$ cat src/rtl/tlc_chain_rx.sv
// Receive-side model of a TLC5940 daisy chain: samples the LED bus, latches GS/DC frames, runs the PWM counter.
// Pin edges act SYNC_STAGES+1 clocks after the pin; readback outputs are registered one clock after address/state.
module tlc_chain_rx #(
   parameter int CHIPS       = 3,
   parameter int SYNC_STAGES = 2
) (
   input  logic        clock,
   input  logic        reset,
   input  logic        led_sclk,
   input  logic        led_sin,
   input  logic        led_xlat,
   input  logic        led_mode,
   input  logic        led_blank,
   input  logic        led_gsclk,
   input  logic [5:0]  rd_addr,
   output logic [11:0] rd_gs,
   output logic [5:0]  rd_dc,
   output logic        rd_on,
   output logic [11:0] gs_count,
   output logic [9:0]  bit_count,
   output logic        gs_valid,
   output logic        dc_valid,
   output logic        len_error
);

   localparam int GS_BITS = CHIPS * 192;
   localparam int DC_BITS = CHIPS * 96;
   localparam int CHANS   = CHIPS * 16;
   localparam logic [9:0] GS_LEN = 10'(GS_BITS);
   localparam logic [9:0] DC_LEN = 10'(DC_BITS);

   // Pin order inside the synchroniser vector
   localparam int P_SCLK  = 0;
   localparam int P_SIN   = 1;
   localparam int P_XLAT  = 2;
   localparam int P_MODE  = 3;
   localparam int P_BLANK = 4;
   localparam int P_GSCLK = 5;

   logic [5:0] pins;
   logic [5:0] sync_q [SYNC_STAGES];
   logic [5:0] sync_s;
   logic [2:0] hist_q;
   logic       sclk_rise, xlat_rise, gsclk_rise;
   logic       sin_s, mode_s, blank_s;

   assign pins   = {led_gsclk, led_blank, led_mode, led_xlat, led_sin, led_sclk};
   assign sync_s = sync_q[SYNC_STAGES-1];

   // Only the edge-detected pins need a history flop; sin/mode/blank are used as levels
   assign sclk_rise  = sync_s[P_SCLK]  & ~hist_q[0];
   assign xlat_rise  = sync_s[P_XLAT]  & ~hist_q[1];
   assign gsclk_rise = sync_s[P_GSCLK] & ~hist_q[2];
   assign sin_s      = sync_s[P_SIN];
   assign mode_s     = sync_s[P_MODE];
   assign blank_s    = sync_s[P_BLANK];

   always_ff @(posedge clock or posedge reset) begin
      if (reset) begin
         for (int i = 0; i < SYNC_STAGES; i++) sync_q[i] <= '0;
         hist_q <= '0;
      end else begin
         sync_q[0] <= pins;
         for (int i = 1; i < SYNC_STAGES; i++) sync_q[i] <= sync_q[i-1];
         hist_q <= {sync_s[P_GSCLK], sync_s[P_XLAT], sync_s[P_SCLK]};
      end
   end

   logic [GS_BITS-1:0] shreg_q, shreg_d;
   logic [GS_BITS-1:0] gs_latch_q, gs_latch_d;
   logic [DC_BITS-1:0] dc_latch_q, dc_latch_d;
   logic [9:0]         bit_count_q, bit_count_d;
   logic [11:0]        gs_count_q, gs_count_d;
   logic               gs_valid_q, gs_valid_d;
   logic               dc_valid_q, dc_valid_d;
   logic               len_error_q, len_error_d;
   logic [11:0]        rd_gs_q, rd_gs_d;
   logic [5:0]         rd_dc_q, rd_dc_d;
   logic               rd_on_q, rd_on_d;

   // A coincident sclk rise is applied before the xlat compare and capture
   always_comb begin
      shreg_d     = shreg_q;
      gs_latch_d  = gs_latch_q;
      dc_latch_d  = dc_latch_q;
      bit_count_d = bit_count_q;
      gs_valid_d  = 1'b0;
      dc_valid_d  = 1'b0;
      len_error_d = 1'b0;
      if (sclk_rise) begin
         shreg_d = {shreg_q[GS_BITS-2:0], sin_s};
         if (bit_count_q != 10'h3FF) bit_count_d = bit_count_q + 10'd1;
      end
      if (xlat_rise) begin
         if (!mode_s && bit_count_d == GS_LEN) begin
            gs_latch_d = shreg_d;
            gs_valid_d = 1'b1;
         end else if (mode_s && bit_count_d == DC_LEN) begin
            dc_latch_d = shreg_d[DC_BITS-1:0];
            dc_valid_d = 1'b1;
         end else begin
            len_error_d = 1'b1;
         end
         bit_count_d = '0;
      end
   end

   always_comb begin
      gs_count_d = gs_count_q;
      if (blank_s) gs_count_d = '0;
      else if (gsclk_rise && gs_count_q != 12'hFFF) gs_count_d = gs_count_q + 12'd1;
   end

   // Out-of-range addresses fall through with zero
   always_comb begin
      rd_gs_d = '0;
      rd_dc_d = '0;
      for (int k = 0; k < CHANS; k++) begin
         if (rd_addr == 6'(k)) begin
            rd_gs_d = gs_latch_q[12*k +: 12];
            rd_dc_d = dc_latch_q[6*k +: 6];
         end
      end
      rd_on_d = !blank_s && (gs_count_q < rd_gs_d);
   end

   always_ff @(posedge clock or posedge reset) begin
      if (reset) begin
         shreg_q     <= '0;
         gs_latch_q  <= '0;
         dc_latch_q  <= '0;
         bit_count_q <= '0;
         gs_count_q  <= '0;
         gs_valid_q  <= 1'b0;
         dc_valid_q  <= 1'b0;
         len_error_q <= 1'b0;
         rd_gs_q     <= '0;
         rd_dc_q     <= '0;
         rd_on_q     <= 1'b0;
      end else begin
         shreg_q     <= shreg_d;
         gs_latch_q  <= gs_latch_d;
         dc_latch_q  <= dc_latch_d;
         bit_count_q <= bit_count_d;
         gs_count_q  <= gs_count_d;
         gs_valid_q  <= gs_valid_d;
         dc_valid_q  <= dc_valid_d;
         len_error_q <= len_error_d;
         rd_gs_q     <= rd_gs_d;
         rd_dc_q     <= rd_dc_d;
         rd_on_q     <= rd_on_d;
      end
   end

   assign rd_gs     = rd_gs_q;
   assign rd_dc     = rd_dc_q;
   assign rd_on     = rd_on_q;
   assign gs_count  = gs_count_q;
   assign bit_count = bit_count_q;
   assign gs_valid  = gs_valid_q;
   assign dc_valid  = dc_valid_q;
   assign len_error = len_error_q;

endmodule
$ cat config.mk
export PLATFORM = sky130hd
export DESIGN_NAME = tlc_chain_rx
export DESIGN_NICKNAME = d
export VERILOG_FILES = /design/src/rtl/tlc_chain_rx.sv
export SDC_FILE = /design/constraint.sdc
export NUM_CORES = 2
export LEC_CHECK = 0
export CAP_MARGIN = 20
export CORE_AREA = 10 10 415 417
export CTS_CLUSTER_SIZE = 40
export DETAILED_ROUTE_END_ITERATION = 10
export DIE_AREA = 0 0 425 427
export PLACE_DENSITY = 0.53
export SYNTH_ARGS = -nofsm -noshare
export SYNTH_HDL_FRONTEND = slang
export SYNTH_SLANG_ARGS = --single-unit
$ cat constraint.sdc
create_clock -name clock -period 153.2 [get_ports clock]
set_input_delay 38.3 -clock clock [delete_from_list [all_inputs] [get_ports clock]]
set_output_delay 38.3 -clock clock [all_outputs]
set_load 0.02 [all_outputs]
# Yosys cells after proc, flatten, opt, wreduce, memory -nomap -nowiden
# Index checks and enable logic that the tools add are counted.
[word_totals]
in_bits = 14
register_bits = 1499
out_inout_bits = 44
[classes]
n_reduce_logical = 10
n_eq_ne = 51
n_lt_le_gt_ge = 1
bitwise = 7
mux = 110
addsub = 2
[op_table]
columns = ["cell", "n"]
rows = [
  ["$mux W12", 50],
  ["$mux W576", 1],
  ["$mux W6", 48],
  ["$eq A6 B5 Y1 const B", 16],
  ["$eq A6 B6 Y1 const B", 16],
  ["$eq A6 B4 Y1 const B", 8],
  ["$mux W10", 3],
  ["$eq A6 B3 Y1 const B", 4],
  ["$add A12 B1 Y12 const B", 1],
  ["$eq A6 B2 Y1 const B", 2],
  ["$lt A12 B12 Y1", 1],
  ["$ne A12 B12 Y1 const B", 1],
  ["$add A10 B1 Y10 const B", 1],
  ["$eq A10 B10 Y1 const B", 1],
  ["$eq A10 B9 Y1 const B", 1],
  ["$ne A10 B10 Y1 const B", 1],
  ["$mux W1", 8],
  ["$eq A6 B1 Y1 const B", 1],
  ["$logic_not A6 Y1", 1],
  ["$logic_and A1 B1 Y1", 4],
  ["$not A1 Y1", 4],
  ["$and A1 B1 Y1", 3],
  ["$reduce_and A3 Y1", 1],
  ["$logic_not A1 Y1", 2],
  ["2 further kinds", 2],
]

# Logic depth before layout (Yosys ltp)
[logic_depth]
ltp_word = 51
ltp_mapped = 20
ltp_nobuf = 15

# Worst setup path after synthesis
# No wires, ideal clock.
[synth_path]
kind = "input to register"
from = "input port rd_addr[0]"
to = "register rd_on_q, in the netlist rd_on"
arrival_time_ps = 41694
stages = 17
setup_time_ps = 65
path_slack_ps = 111440
required_ps = 153135
path_buffers = 6
path_cell_list = "clkbuf_1 -> buf_2 -> buf_2 -> clkbuf_1 -> buf_1 -> clkbuf_1 -> a211oi_1 -> o31a_1 -> o311a_1 -> ha_1 -> a21o_1 -> a21o_1 -> a21oi_1 -> o21ai_0 -> a31oi_1 -> o21a_1 -> a31o_1"
[synth_between]
elab_chain_len = 51
word_cells_on_any_way = 98
classes_between = "1 x order compare; 47 x eq/ne; 48 x mux; 2 x reduce/logical"
[synth_lines]
columns = ["element", "line", "rtl"]
rows = [
  ["start, declared", "15", "input logic [5:0] rd_addr,"],
  ["$logic_not A6 Y1", "119", "if (rd_addr == 6'(k)) begin"],
  ["$mux W12 (47 in a row)", "119", ""],
  ["$mux W12 *", "119", ""],
  ["$lt A12 B12 Y1 *", "124", "rd_on_d = !blank_s && (gs_count_q < rd_gs_d);"],
  ["$logic_and A1 B1 Y1 *", "124", ""],
  ["named net rd_on_d", "79", "logic rd_on_q, rd_on_d;"],
  ["end signal, assigned", "151", "rd_on_q <= rd_on_d;"],
  ["end, declared", "79", ""],
]
# Mark *: on every way through the listed nets, which the timed path passes. The rest lies on a longest branch.
# A chain may end at the register's enable or synchronous reset.

# Final worst setup path
[layout_path]
from = "input port rd_addr[1]"
to = "register rd_on_q, in the netlist rd_on"
# Same word-level chain as after synthesis.

==> qor.yml <==
status:
  outcome: "finished clean"
worst_setup_path:
  max_stage_delay_ns: 0.86
  critPathCaptureType: "register"
  cp-start-kind: "primary input"
  worst-setup-path-type: "primary input to register"
  crit_chain: "buf_8, buf_4, buf_4, nand2_1, nor2_1, a221oi_1, a211oi_1, o21ai_0, and3_1, ha_1, a21oi_1, o21ai_0, a31oi_1, o21a_1, a31o_1"
  worst_path_max_delay_cell: "a211oi_1"
  cp.arrival_ns: 43.66
  cp_num_buf_inv: 3
  path_delay_family: "compound AO/OA/AOI/OAI gates"
  crit_required_ns: 153.92
  cp_max_fo: 47
yosys:
  yosysWarnings: 0
  syn_inst: 5879
  yosysTopAreaCellShare: 0.575
  synth_ff_type: "dfrtp_1"
  ys_top_cells_by_area: "dfrtp_1 57%, nand2_1 11%, mux2_1 11%, mux2_4 4.7%, a21oi_1 1.3%"
  synth_cell_types: 87
  async_flop_share: 1.00
  syn-num-nets: 5906
  synth-seq-cells: 1499
  synth-edff-count: 0
  syn-mean-instance-area_um2: 11.1
  ys_seq_area_frac: 0.575
  synth_area_leader_cell: "dfrtp_1"
  syn_area_um2: 65300
final_layout:
  final_net_count: 5856
  final_cell_mix: "1855 x nand2_1, 1499 x dfrtp_1, 617 x mux2_1, 204 x mux2_4, 175 x nor2_1"
  n_fill_cell: 15400
  drive_gt1_frac: 0.116
  final_common_cell: "nand2_1"
  area_growth_pct: 12.8
route:
  detail-route-antenna-nets: 0
  drt_wl_total_um: 234000
  vias: 46700
  drt_pre_antenna_iters: 6
  drtIter0Drc: 5391
  via_per_inst: 5.72
  route.detailed.drc: 0
  wl_per_cell_um: 28.7
grt:
  track_usage: 0.254
  grt_max_degree: 196
  grt_pass1_vias: 45700
  grt_antenna_before_repair: 15
  grt-ovfl-total: 0
  grt_pass1_wl_um: 340000
pwr:
  ir_drop_v: 0.0000124
  p_leak_nw: 38.6
  power_density_nw_per_um2: 11.7
clock_network:
  clk_latency_ns: 0.85
  cts_setup_buffers: 0
  numCtsBuffers: 166
  cts.sinks: 1499
  ctsHoldBuffers: 0
  clockRootBuffer: "clkbuf_16"
  htreeDepth: 4
  post_cts_resize_count: 0
  clockBufferDepth: 3
  clk_pin_slew_ns: 0.06
  cts_tree: "done"
floorplan:
  die_h_um: 427
  core_area_um2: 164000
  design.die.area_um2: 181000
  num_io_pins: 58
  start_util: 0.398
  die_x_um: 425
  fp-row-count: 149
timing:
  fin_tns_setup_ns: 0
  holdWs_ns: 0.350
  report.final.slew_viol_count: 0
  rsz0062_at_grt: "false"
  period_share: 0.280
  finalSetupViolations: 0
  period_needed_ns: 42.95
  fmax_ghz: 0.0233
  finClkSkew_ns: 0.0548
  hold_viol: 0
  relSlewSlack: 0.166
  worst_slew_pin_slew_ns: 1.24
job:
  timing.max_cap.violations: 0
place:
  io_buffers: 57
  globalplace.congestion: 0.934
  hpwl_um: 162000
hold_path:
  hp-class: "register to register"
==> state kept, by name, summed over array words and instances, names as in the netlist, 3 cells and up <==
signal      count
rd_gs          12
sync_s          6
dc_latch_q    288
hist_q          3
bit_count      10
rd_dc           6
shreg_q       576
sync_q          6
gs_count       12
gs_latch_q    576
==> power by group <==
part	internal (mW)	switching, mW	leakage (nW)	total, mW
clock	0.248	0.171	2.83	0.419
sequential	0.398	0.00170	20.9	0.400
combinational	0.00846	0.0320	14.8	0.0405
total	0.654	0.205	38.6	0.859
==> worst register-to-register path, cell delays in order, from the launching register on <==
cell and delay (ns):
dfrtp_1 0.39, nand2b_4 0.63, buf_4 0.55, nor3_1 0.19
or3b_2 0.46, a21oi_1 0.14, nand3_1 0.11, or2_2 0.45
inv_8 0.60, buf_4 0.98, buf_4 0.83, buf_4 0.95
mux2_1 0.45
==> cell type report <==
cell class	instances	area (um^2)	area share
inverter	20	90.1	0.00122
tap	2189	2740	0.0372
clock buffer	238	4850	0.0658
antenna	9	22.5	0.000306
multi-input combinational	3984	26100	0.354
timing repair buffer	158	1510	0.0205
clock inverter	60	885	0.0120
sequential	1499	37500	0.509
==> final timing paths <==
path                                  from              end  slack [ns]  cells after the start
min in group asynchronous            reset  dc_latch_q[260]       37.99                      2
worst min-delay path             sync_q[6]        sync_s[0]        0.35                      0
worst max-delay path            rd_addr[1]            rd_on      110.25                     15
max in group asynchronous            reset  gs_latch_q[409]      110.31                      7
worst min register to register   sync_q[6]        sync_s[0]        0.35                      0
worst max register to register   hist_q[0]  gs_latch_q[252]      146.34                     12
==> cell families (layout without fill, tap and decap cells) <==
logic type               Yosys count  count (layout)  share of synthesized area
AO/OA/AOI/OAI                    717             717                     0.0735
XOR/XNOR                          18              18                    0.00241
multiplexers                     959             959                      0.178
AND/OR/NAND/NOR                 2277            2277                      0.141
adder cells (fa/ha/maj)           13              13                    0.00249
other                              0               9                          0
buffers and inverters            396             476                     0.0278
flip-flops                      1499            1499                      0.575
==> layer usage <==
metal	share of wire	global-route usage	up-vias
li1	-	-	20100
met2	0.43	0.369	1728
met1	0.47	0.379	24400
met5	0.00023	0	-
met4	0.032	0.0758	8
met3	0.075	0.0538	385
==> metrics by stage <==
step / util / area (um^2) / cells / setup WS, ns / power, mW
6_report: 0.449 / 73700 / 8157 / 110.25 / 0.859
4_1_cts: 0.448 / 73500 / 8142 / 110.12 / 0.868
3_5_place_dp: 0.413 / 67800 / 7844 / 109.21 / 0.447
3_3_place_gp: 0.413 / 67800 / 7842 / 109.13 / 0.447
5_1_grt: 0.449 / 73600 / 8148 / 109.54 / 0.887
2_1_floorplan: - / 65300 / 5879 / 72.62 / 0.430
==> cell usage after synthesis, types with 10 or more instances <==
cell	count
nor3_1	47
and3_1	25
a22oi_1	62
nand2_1	1855
a2111oi_0	11
a21oi_1	169
ha_1	13
a211oi_1	31
buf_2	115
clkbuf_1	207
o211ai_1	15
nor2b_1	20
dfrtp_1	1499
nor2_1	176
mux2i_1	60
o22ai_1	70
mux2_4	204
a21o_1	18
o21ai_0	116
a31oi_1	24
xor2_1	12
mux2_1	617
buf_6	25
nand4_1	16
o21a_1	12
inv_1	18
a22o_1	11
a211o_1	10
mux4_2	11
nand3_1	48
mux2_2	67
o21ai_1	12
buf_1	29
o221ai_1	30
a221oi_1	31
or3_1	10
Power figures use the tool's default switching activity.
